[src/rtl/ase_idle_pkg.sv]
// Shared types and width helper for the ASE idle tracker.
package ase_idle_pkg;

  typedef enum logic [1:0] {
    ST_IDLE  = 2'd0,
    ST_BUSY  = 2'd1,
    ST_QUIET = 2'd2
  } idle_state_e;

  // Bits needed to hold values 0..n inclusive (at least 1).
  function automatic int unsigned cnt_w(input int unsigned n);
    return (n == 0) ? 1 : $clog2(n + 1);
  endfunction

endpackage

[src/rtl/ase_idle_tracker_if.sv]
// Channel-monitor / reset-driver side bundle for the idle tracker.
interface ase_idle_tracker_if
  import ase_idle_pkg::*;
#(
  parameter int unsigned MAX_OUTSTANDING = 1024
);
  localparam int unsigned CNT_W = cnt_w(MAX_OUTSTANDING);

  logic             rd_req_valid;
  logic             wr_req_valid;
  logic             rd_rsp_valid;
  logic             wr_rsp_valid;
  logic             reset_lockdown;
  logic             req_block;
  logic             system_is_idle;
  logic [CNT_W-1:0] rd_outstanding;
  logic [CNT_W-1:0] wr_outstanding;
  logic             underflow_err;
  logic             blocked_req_err;
  logic             timeout_err;

  modport master (
    output rd_req_valid, wr_req_valid, rd_rsp_valid, wr_rsp_valid, reset_lockdown,
    input  req_block, system_is_idle, rd_outstanding, wr_outstanding,
    input  underflow_err, blocked_req_err, timeout_err
  );

  modport slave (
    input  rd_req_valid, wr_req_valid, rd_rsp_valid, wr_rsp_valid, reset_lockdown,
    output req_block, system_is_idle, rd_outstanding, wr_outstanding,
    output underflow_err, blocked_req_err, timeout_err
  );

endinterface

[src/rtl/ase_outstanding_ctr.sv]
// Per-channel outstanding transaction counter, saturating at 0 and MAX_OUTSTANDING.
module ase_outstanding_ctr
  import ase_idle_pkg::*;
#(
  parameter  int unsigned MAX_OUTSTANDING = 1024,
  localparam int unsigned CNT_W           = cnt_w(MAX_OUTSTANDING)
) (
  input  logic             clk,
  input  logic             rst,
  input  logic             acc_req,
  input  logic             rsp,
  output logic [CNT_W-1:0] count,
  output logic             at_max,
  output logic             is_zero_next,
  output logic             underflow
);

  logic [CNT_W-1:0] count_next;

  assign at_max = (count == CNT_W'(MAX_OUTSTANDING));

  // Next count; a response with nothing outstanding is flagged and ignored.
  always_comb begin
    count_next = count;
    underflow  = 1'b0;
    if (acc_req && !rsp) begin
      if (!at_max) count_next = count + CNT_W'(1);
    end else if (rsp && !acc_req) begin
      if (count == '0) underflow  = 1'b1;
      else             count_next = count - CNT_W'(1);
    end
  end

  assign is_zero_next = (count_next == '0);

  // Count register.
  always_ff @(posedge clk or posedge rst) begin
    if (rst) count <= '0;
    else     count <= count_next;
  end

endmodule

[src/rtl/ase_idle_tracker.sv]
// Outstanding-transaction tracker producing the ASE quiescence flag and request backpressure.
module ase_idle_tracker
  import ase_idle_pkg::*;
#(
  parameter int unsigned MAX_OUTSTANDING = 1024,
  parameter int unsigned QUIET_CYCLES    = 16,
  parameter int unsigned TIMEOUT_CYCLES  = 65536
) (
  input  logic             clk,
  input  logic             ase_reset,
  ase_idle_tracker_if.slave bus
);

  localparam int unsigned QW         = cnt_w(QUIET_CYCLES);
  localparam int unsigned TW         = cnt_w(TIMEOUT_CYCLES);
  localparam int unsigned QUIET_LOAD = (QUIET_CYCLES > 0) ? (QUIET_CYCLES - 1) : 0;

  idle_state_e   state, state_next;
  logic [QW-1:0] quiet_cnt, quiet_next;
  logic [TW-1:0] wd_cnt, wd_next;

  logic rd_at_max, wr_at_max;
  logic rd_zero_next, wr_zero_next;
  logic rd_underflow, wr_underflow;
  logic block, rd_acc, wr_acc, any_acc, any_rsp;

  // Backpressure is combinational so a same-cycle lockdown still stops the request.
  assign block          = bus.reset_lockdown | rd_at_max | wr_at_max;
  assign bus.req_block  = block;
  assign rd_acc         = bus.rd_req_valid & ~block;
  assign wr_acc         = bus.wr_req_valid & ~block;
  assign any_acc        = rd_acc | wr_acc;
  assign any_rsp        = bus.rd_rsp_valid | bus.wr_rsp_valid;

  ase_outstanding_ctr #(.MAX_OUTSTANDING(MAX_OUTSTANDING)) u_rd_ctr (
    .clk          (clk),
    .rst          (ase_reset),
    .acc_req      (rd_acc),
    .rsp          (bus.rd_rsp_valid),
    .count        (bus.rd_outstanding),
    .at_max       (rd_at_max),
    .is_zero_next (rd_zero_next),
    .underflow    (rd_underflow)
  );

  ase_outstanding_ctr #(.MAX_OUTSTANDING(MAX_OUTSTANDING)) u_wr_ctr (
    .clk          (clk),
    .rst          (ase_reset),
    .acc_req      (wr_acc),
    .rsp          (bus.wr_rsp_valid),
    .count        (bus.wr_outstanding),
    .at_max       (wr_at_max),
    .is_zero_next (wr_zero_next),
    .underflow    (wr_underflow)
  );

  // Next state and quiet-window countdown.
  always_comb begin
    state_next = state;
    quiet_next = quiet_cnt;
    case (state)
      ST_IDLE: begin
        if (any_acc) state_next = ST_BUSY;
      end
      ST_BUSY: begin
        if (rd_zero_next && wr_zero_next) begin
          if (QUIET_CYCLES == 0) begin
            state_next = ST_IDLE;
          end else begin
            state_next = ST_QUIET;
            quiet_next = QW'(QUIET_LOAD);
          end
        end
      end
      ST_QUIET: begin
        if (any_acc)                state_next = ST_BUSY;
        else if (quiet_cnt == '0)   state_next = ST_IDLE;
        else                        quiet_next = quiet_cnt - QW'(1);
      end
      default: state_next = ST_IDLE;
    endcase
  end

  // Watchdog: counts busy cycles without a response, restarting on entry and saturating at the limit.
  always_comb begin
    wd_next = wd_cnt;
    if (state != ST_BUSY || state_next != ST_BUSY || any_rsp) wd_next = '0;
    else if (wd_cnt != TW'(TIMEOUT_CYCLES))                  wd_next = wd_cnt + TW'(1);
  end

  // State, counters, idle flag and sticky errors.
  always_ff @(posedge clk or posedge ase_reset) begin
    if (ase_reset) begin
      state               <= ST_IDLE;
      quiet_cnt           <= '0;
      wd_cnt              <= '0;
      bus.system_is_idle  <= 1'b1;
      bus.underflow_err   <= 1'b0;
      bus.blocked_req_err <= 1'b0;
      bus.timeout_err     <= 1'b0;
    end else begin
      state               <= state_next;
      quiet_cnt           <= quiet_next;
      wd_cnt              <= wd_next;
      bus.system_is_idle  <= (state_next == ST_IDLE);
      if (rd_underflow || wr_underflow)
        bus.underflow_err <= 1'b1;
      if ((bus.rd_req_valid || bus.wr_req_valid) && block)
        bus.blocked_req_err <= 1'b1;
      if (state == ST_BUSY && wd_next == TW'(TIMEOUT_CYCLES))
        bus.timeout_err <= 1'b1;
    end
  end

endmodule

[src/flat_wrapper.sv]
// flat-port wrapper written by rule: the top's interface ports become plain ports
module ase_idle_tracker_flat import ase_idle_pkg::*;
#(
  parameter int unsigned MAX_OUTSTANDING = 1024,
  parameter int unsigned QUIET_CYCLES    = 16,
  parameter int unsigned TIMEOUT_CYCLES  = 65536
)
  (clk, ase_reset, bus_rd_req_valid, bus_wr_req_valid, bus_rd_rsp_valid, bus_wr_rsp_valid, bus_reset_lockdown, bus_req_block, bus_system_is_idle, bus_rd_outstanding, bus_wr_outstanding, bus_underflow_err, bus_blocked_req_err, bus_timeout_err);
  ase_idle_tracker_if #(.MAX_OUTSTANDING(MAX_OUTSTANDING)) bus_i ();
  input  logic clk;
  input  logic ase_reset;
  input wire logic [$bits(bus_i.rd_req_valid)-1:0] bus_rd_req_valid;
  input wire logic [$bits(bus_i.wr_req_valid)-1:0] bus_wr_req_valid;
  input wire logic [$bits(bus_i.rd_rsp_valid)-1:0] bus_rd_rsp_valid;
  input wire logic [$bits(bus_i.wr_rsp_valid)-1:0] bus_wr_rsp_valid;
  input wire logic [$bits(bus_i.reset_lockdown)-1:0] bus_reset_lockdown;
  output wire logic [$bits(bus_i.req_block)-1:0] bus_req_block;
  output wire logic [$bits(bus_i.system_is_idle)-1:0] bus_system_is_idle;
  output wire logic [$bits(bus_i.rd_outstanding)-1:0] bus_rd_outstanding;
  output wire logic [$bits(bus_i.wr_outstanding)-1:0] bus_wr_outstanding;
  output wire logic [$bits(bus_i.underflow_err)-1:0] bus_underflow_err;
  output wire logic [$bits(bus_i.blocked_req_err)-1:0] bus_blocked_req_err;
  output wire logic [$bits(bus_i.timeout_err)-1:0] bus_timeout_err;
  assign bus_i.rd_req_valid = bus_rd_req_valid;
  assign bus_i.wr_req_valid = bus_wr_req_valid;
  assign bus_i.rd_rsp_valid = bus_rd_rsp_valid;
  assign bus_i.wr_rsp_valid = bus_wr_rsp_valid;
  assign bus_i.reset_lockdown = bus_reset_lockdown;
  assign bus_req_block = bus_i.req_block;
  assign bus_system_is_idle = bus_i.system_is_idle;
  assign bus_rd_outstanding = bus_i.rd_outstanding;
  assign bus_wr_outstanding = bus_i.wr_outstanding;
  assign bus_underflow_err = bus_i.underflow_err;
  assign bus_blocked_req_err = bus_i.blocked_req_err;
  assign bus_timeout_err = bus_i.timeout_err;
  ase_idle_tracker #(.MAX_OUTSTANDING(MAX_OUTSTANDING), .QUIET_CYCLES(QUIET_CYCLES), .TIMEOUT_CYCLES(TIMEOUT_CYCLES)) u_core (.clk(clk), .ase_reset(ase_reset), .bus(bus_i));
endmodule
[config.mk]
export PLATFORM = sky130hd
export DESIGN_NAME = ase_idle_tracker_flat
export DESIGN_NICKNAME = d
export VERILOG_FILES = /design/src/rtl/ase_idle_pkg.sv /design/src/rtl/ase_idle_tracker_if.sv /design/src/rtl/ase_outstanding_ctr.sv /design/src/rtl/ase_idle_tracker.sv /design/src/flat_wrapper.sv
export SDC_FILE = /design/constraint.sdc
export NUM_CORES = 1
export LEC_CHECK = 0
export CAP_MARGIN = 20
export CORE_ASPECT_RATIO = 1.2
export CORE_MARGIN = 1
export CORE_UTILIZATION = 40
export DETAILED_ROUTE_END_ITERATION = 10
export PLACE_DENSITY_LB_ADDON = 0.15
export SLEW_MARGIN = 20
export SYNTH_ARGS = -nofsm -noshare
export SYNTH_HDL_FRONTEND = slang
export SYNTH_HIERARCHICAL = 1
export SYNTH_SLANG_ARGS = --single-unit
[constraint.sdc]
create_clock -name clk -period 6.4 [get_ports clk]
set_input_delay 1.28 -clock clk [delete_from_list [all_inputs] [get_ports clk]]
set_output_delay 1.28 -clock clk [all_outputs]
set_load 0.01 [all_outputs]
==> impl_metrics.json <==
{
  "rsz0062_at_grt": "false",
  "path_class": "flop to flop",
  "antenna_found_initial": 0,
  "io_pins": 34,
  "final_cell_mix": "dfrtp_1 (49), nor2_1 (40), clkdlybuf4s50_1 (33)",
  "yosysTopAreaCell": "dfrtp_1",
  "final_common_cell": "dfrtp_1",
  "dp.cells": 574,
  "die_area_um2": 10100,
  "synth_cell_types": 76,
  "vias": 3468,
  "critPathSlowestCell": "or4b_2",
  "grt_util_all_layers_pct": 20.5,
  "ys_ff_latch": 50,
  "netlist_instances": 444,
  "vdd_drop_max_mv": 0.128,
  "core_area_um2": 9470,
  "routedWlPerCell_um": 17.0,
  "yosys_warnings": 6,
  "die_h_um": 110,
  "reg2reg_from": "u_core/u_wr_ctr/count[0]$_DFF_PP0_",
  "ant_nets": 0,
  "crit_required_ns": 6.58,
  "dr.first_iter.drc_count": 220,
  "yosys-top-cells-area": "dfrtp_1 (32%), xnor2_1 (5.4%), nor2_1 (3.9%)",
  "worstHoldPathType": "flop to flop",
  "wirelength_mm": 9.90,
  "cts_tree": "yes",
  "drc": 0,
  "critPathLaunch": "u_core/u_wr_ctr/count[0]$_DFF_PP0_",
  "pre_cts_ws_ns": 0.633,
  "grt_pass1_wl_mm": 16.5,
  "yosysSeqAreaShare_pct": 32.2,
  "cts_buffers": 5,
  "drive_above_1_share_pct": 10.0,
  "setup_ws_ns": 0.714,
  "htree_levels": 2,
  "dp_hpwl_mm": 7.26,
  "cts_resized": 0,
  "async_flop_share_pct": 100,
  "timing.setup.tns_ns": 0,
  "drt_first_pass_iters": 5,
  "fmax_ghz": 0.176,
  "syn_area_um2": 3890,
  "critPathMaxFanout": 17,
  "clk_pin_slew_ns": 0.08,
  "area_growth_pct": 13.3,
  "status": "finished clean",
  "synth_top_area_share_pct": 31.5,
  "grt_pass1_vias": 3190,
  "viasPerCell": 5.96,
  "die_w_um": 92.0,
  "cpPeakStageDelay_ns": 0.70,
  "avgSynthCellArea_um2": 8.76,
  "gr-total-overflow": 0,
  "cp-end-kind": "flop",
  "io_buffers": 33,
  "post_cts_buffers": 0,
  "cts_sinks": 50,
  "setup_viol": 0,
  "fin_nets": 473,
  "routabilityCongestion": 0.904,
  "syn_nets": 459,
  "start_util_pct": 41.1,
  "synthFlopType": "dfrtp_1",
  "cap_violations": 0,
  "clock_path_buffers": 2,
  "path_cells": "inv_1 -> ha_1 -> or3b_1 -> nor3_1 -> nor3_1 -> buf_4 -> and2_1 -> or4b_2 -> o221ai_1 -> o221ai_1 -> a311oi_2 -> nand3_1 -> a211oi_2 -> a211o_1 -> or2_1 -> a21oi_1 -> a2111o_1 -> o41ai_2",
  "grt_max_degree": 18,
  "rows": 39,
  "synth_enable_flop_cells": 0,
  "drv_slew": 0,
  "worst_pin_slew_ns": 0.653,
  "skew_ns": 0.0149,
  "finalCriticalPeriod_ns": 5.69,
  "ctsHoldBuffers": 0,
  "worstHoldStart": "u_core/bus.blocked_req_err$_DFFE_PP0P_",
  "antenna_cells": 0,
  "instances_no_fill": 582,
  "clockRootBuffer": "clkbuf_16",
  "hold_violations": 0,
  "cp.arrival_ns": 5.87,
  "finalCritPeriodShare_pct": 88.8,
  "power.leakage_uw": 0.00165,
  "power_density_nw_per_um2": 349,
  "critPathLaunchType": "flop",
  "relSlewSlack_pct": 56.2,
  "worst_skew_pair.late_latency_ns": 0.30
}
cell usage after synthesis (5+ instances only):
cell       n
a22oi_1    6
nand2b_1   7
nor2b_1    6
nor3_1    26
o41ai_1    5
o21ai_0   11
nor2_1    40
xor2_1     9
clkbuf_1  13
or2_2      6
ha_1       8
nand2_1   26
buf_2      6
nand3b_1   6
nand3_1   23
a21oi_1   15
nand4_1    6
dfrtp_1   49
xnor2_1   24
inv_1     29
nor4_1     9
buf_6      5
or3_1      9
critical path, delay by kind of cell, from the launching register on:
kind                       cells  cell delay (ns)
AOI/OAI and AO/OA              8             2.10
adders and majority gates      1             0.20
buffers and inverters          2             0.31
DFF                            1             0.49
and+or+nand+nor                7             2.45
kinds of logic (layout without fill, tap and decap cells):
kind of cell | Yosys count | after routing | share of synthesized area [%]
simple gates | 199 | 199 | 29.8
compound gates | 91 | 91 | 19.5
flops | 50 | 50 | 32.2
buf+inv | 57 | 72 | 6.79
xor+xnor | 33 | 33 | 7.43
fa+ha+maj | 8 | 8 | 2.57
mux | 6 | 6 | 1.67
flip-flops by register name, summed over array words and instances (netlist names):
signal / flops
u_core/wd_cnt: 17
u_core/u_rd_ctr/count: 11
u_core/bus.blocked_req_err: 1
u_core/bus.system_is_idle: 1
u_core/bus.timeout_err: 1
u_core/u_wr_ctr/count: 11
u_core/quiet_cnt: 5
u_core/state: 2
u_core/bus.underflow_err: 1
stage by stage:
step / cell area (µm²) / power, µW / hold WS (ns) / utilization [%]
CTS: 4410 / 1540 / 0.501 / 46.5
floorplan: 3890 / 1020 / 0.502 / -
detailed placement: 4250 / 1250 / 0.456 / 44.9
finish: 4410 / 1540 / 0.498 / 46.5
global route: 4410 / 1640 / 0.524 / 46.5
global placement: 4230 / 1250 / 0.463 / 44.6
worst paths after layout:
check / slack (ns) / end / cells after the start
worst max-delay path: 0.71 / u_core/bus.timeout_err$_DFFE_PP0P_ / 18
worst min-delay path: 0.50 / u_core/bus.blocked_req_err$_DFFE_PP0P_ / 1
worst max register to register: 0.71 / u_core/bus.timeout_err$_DFFE_PP0P_ / 18
worst min register to register: 0.50 / u_core/bus.blocked_req_err$_DFFE_PP0P_ / 1
max in group asynchronous: 4.38 / u_core/bus.system_is_idle$_DFF_PP1_ / 3
min in group asynchronous: 1.39 / u_core/u_wr_ctr/count[0]$_DFF_PP0_ / 2
layer usage:
metal	track usage, %	wire length, µm	vias to the layer above
met3	3.09	563	10
met2	34.4	4780	117
met5	0	0	-
met1	27.6	4430	1679
li1	-	-	1662
met4	5.58	131	0
report_power, final:
group / switching, µW / internal (µW) / total [µW]
Sequential: 195 / 383 / 578
Combinational: 348 / 332 / 680
Clock: 125 / 155 / 280
area by class of cell:
class,count,area (µm²)
fill,927,5060
multi-input combinational,337,2370
sequential,50,1250
timing repair buffer,35,365
tap,123,154
clock buffer,6,139
inverter,29,109
clock inverter,2,12.5
No activity file was read; power rests on OpenSTA's default activity.
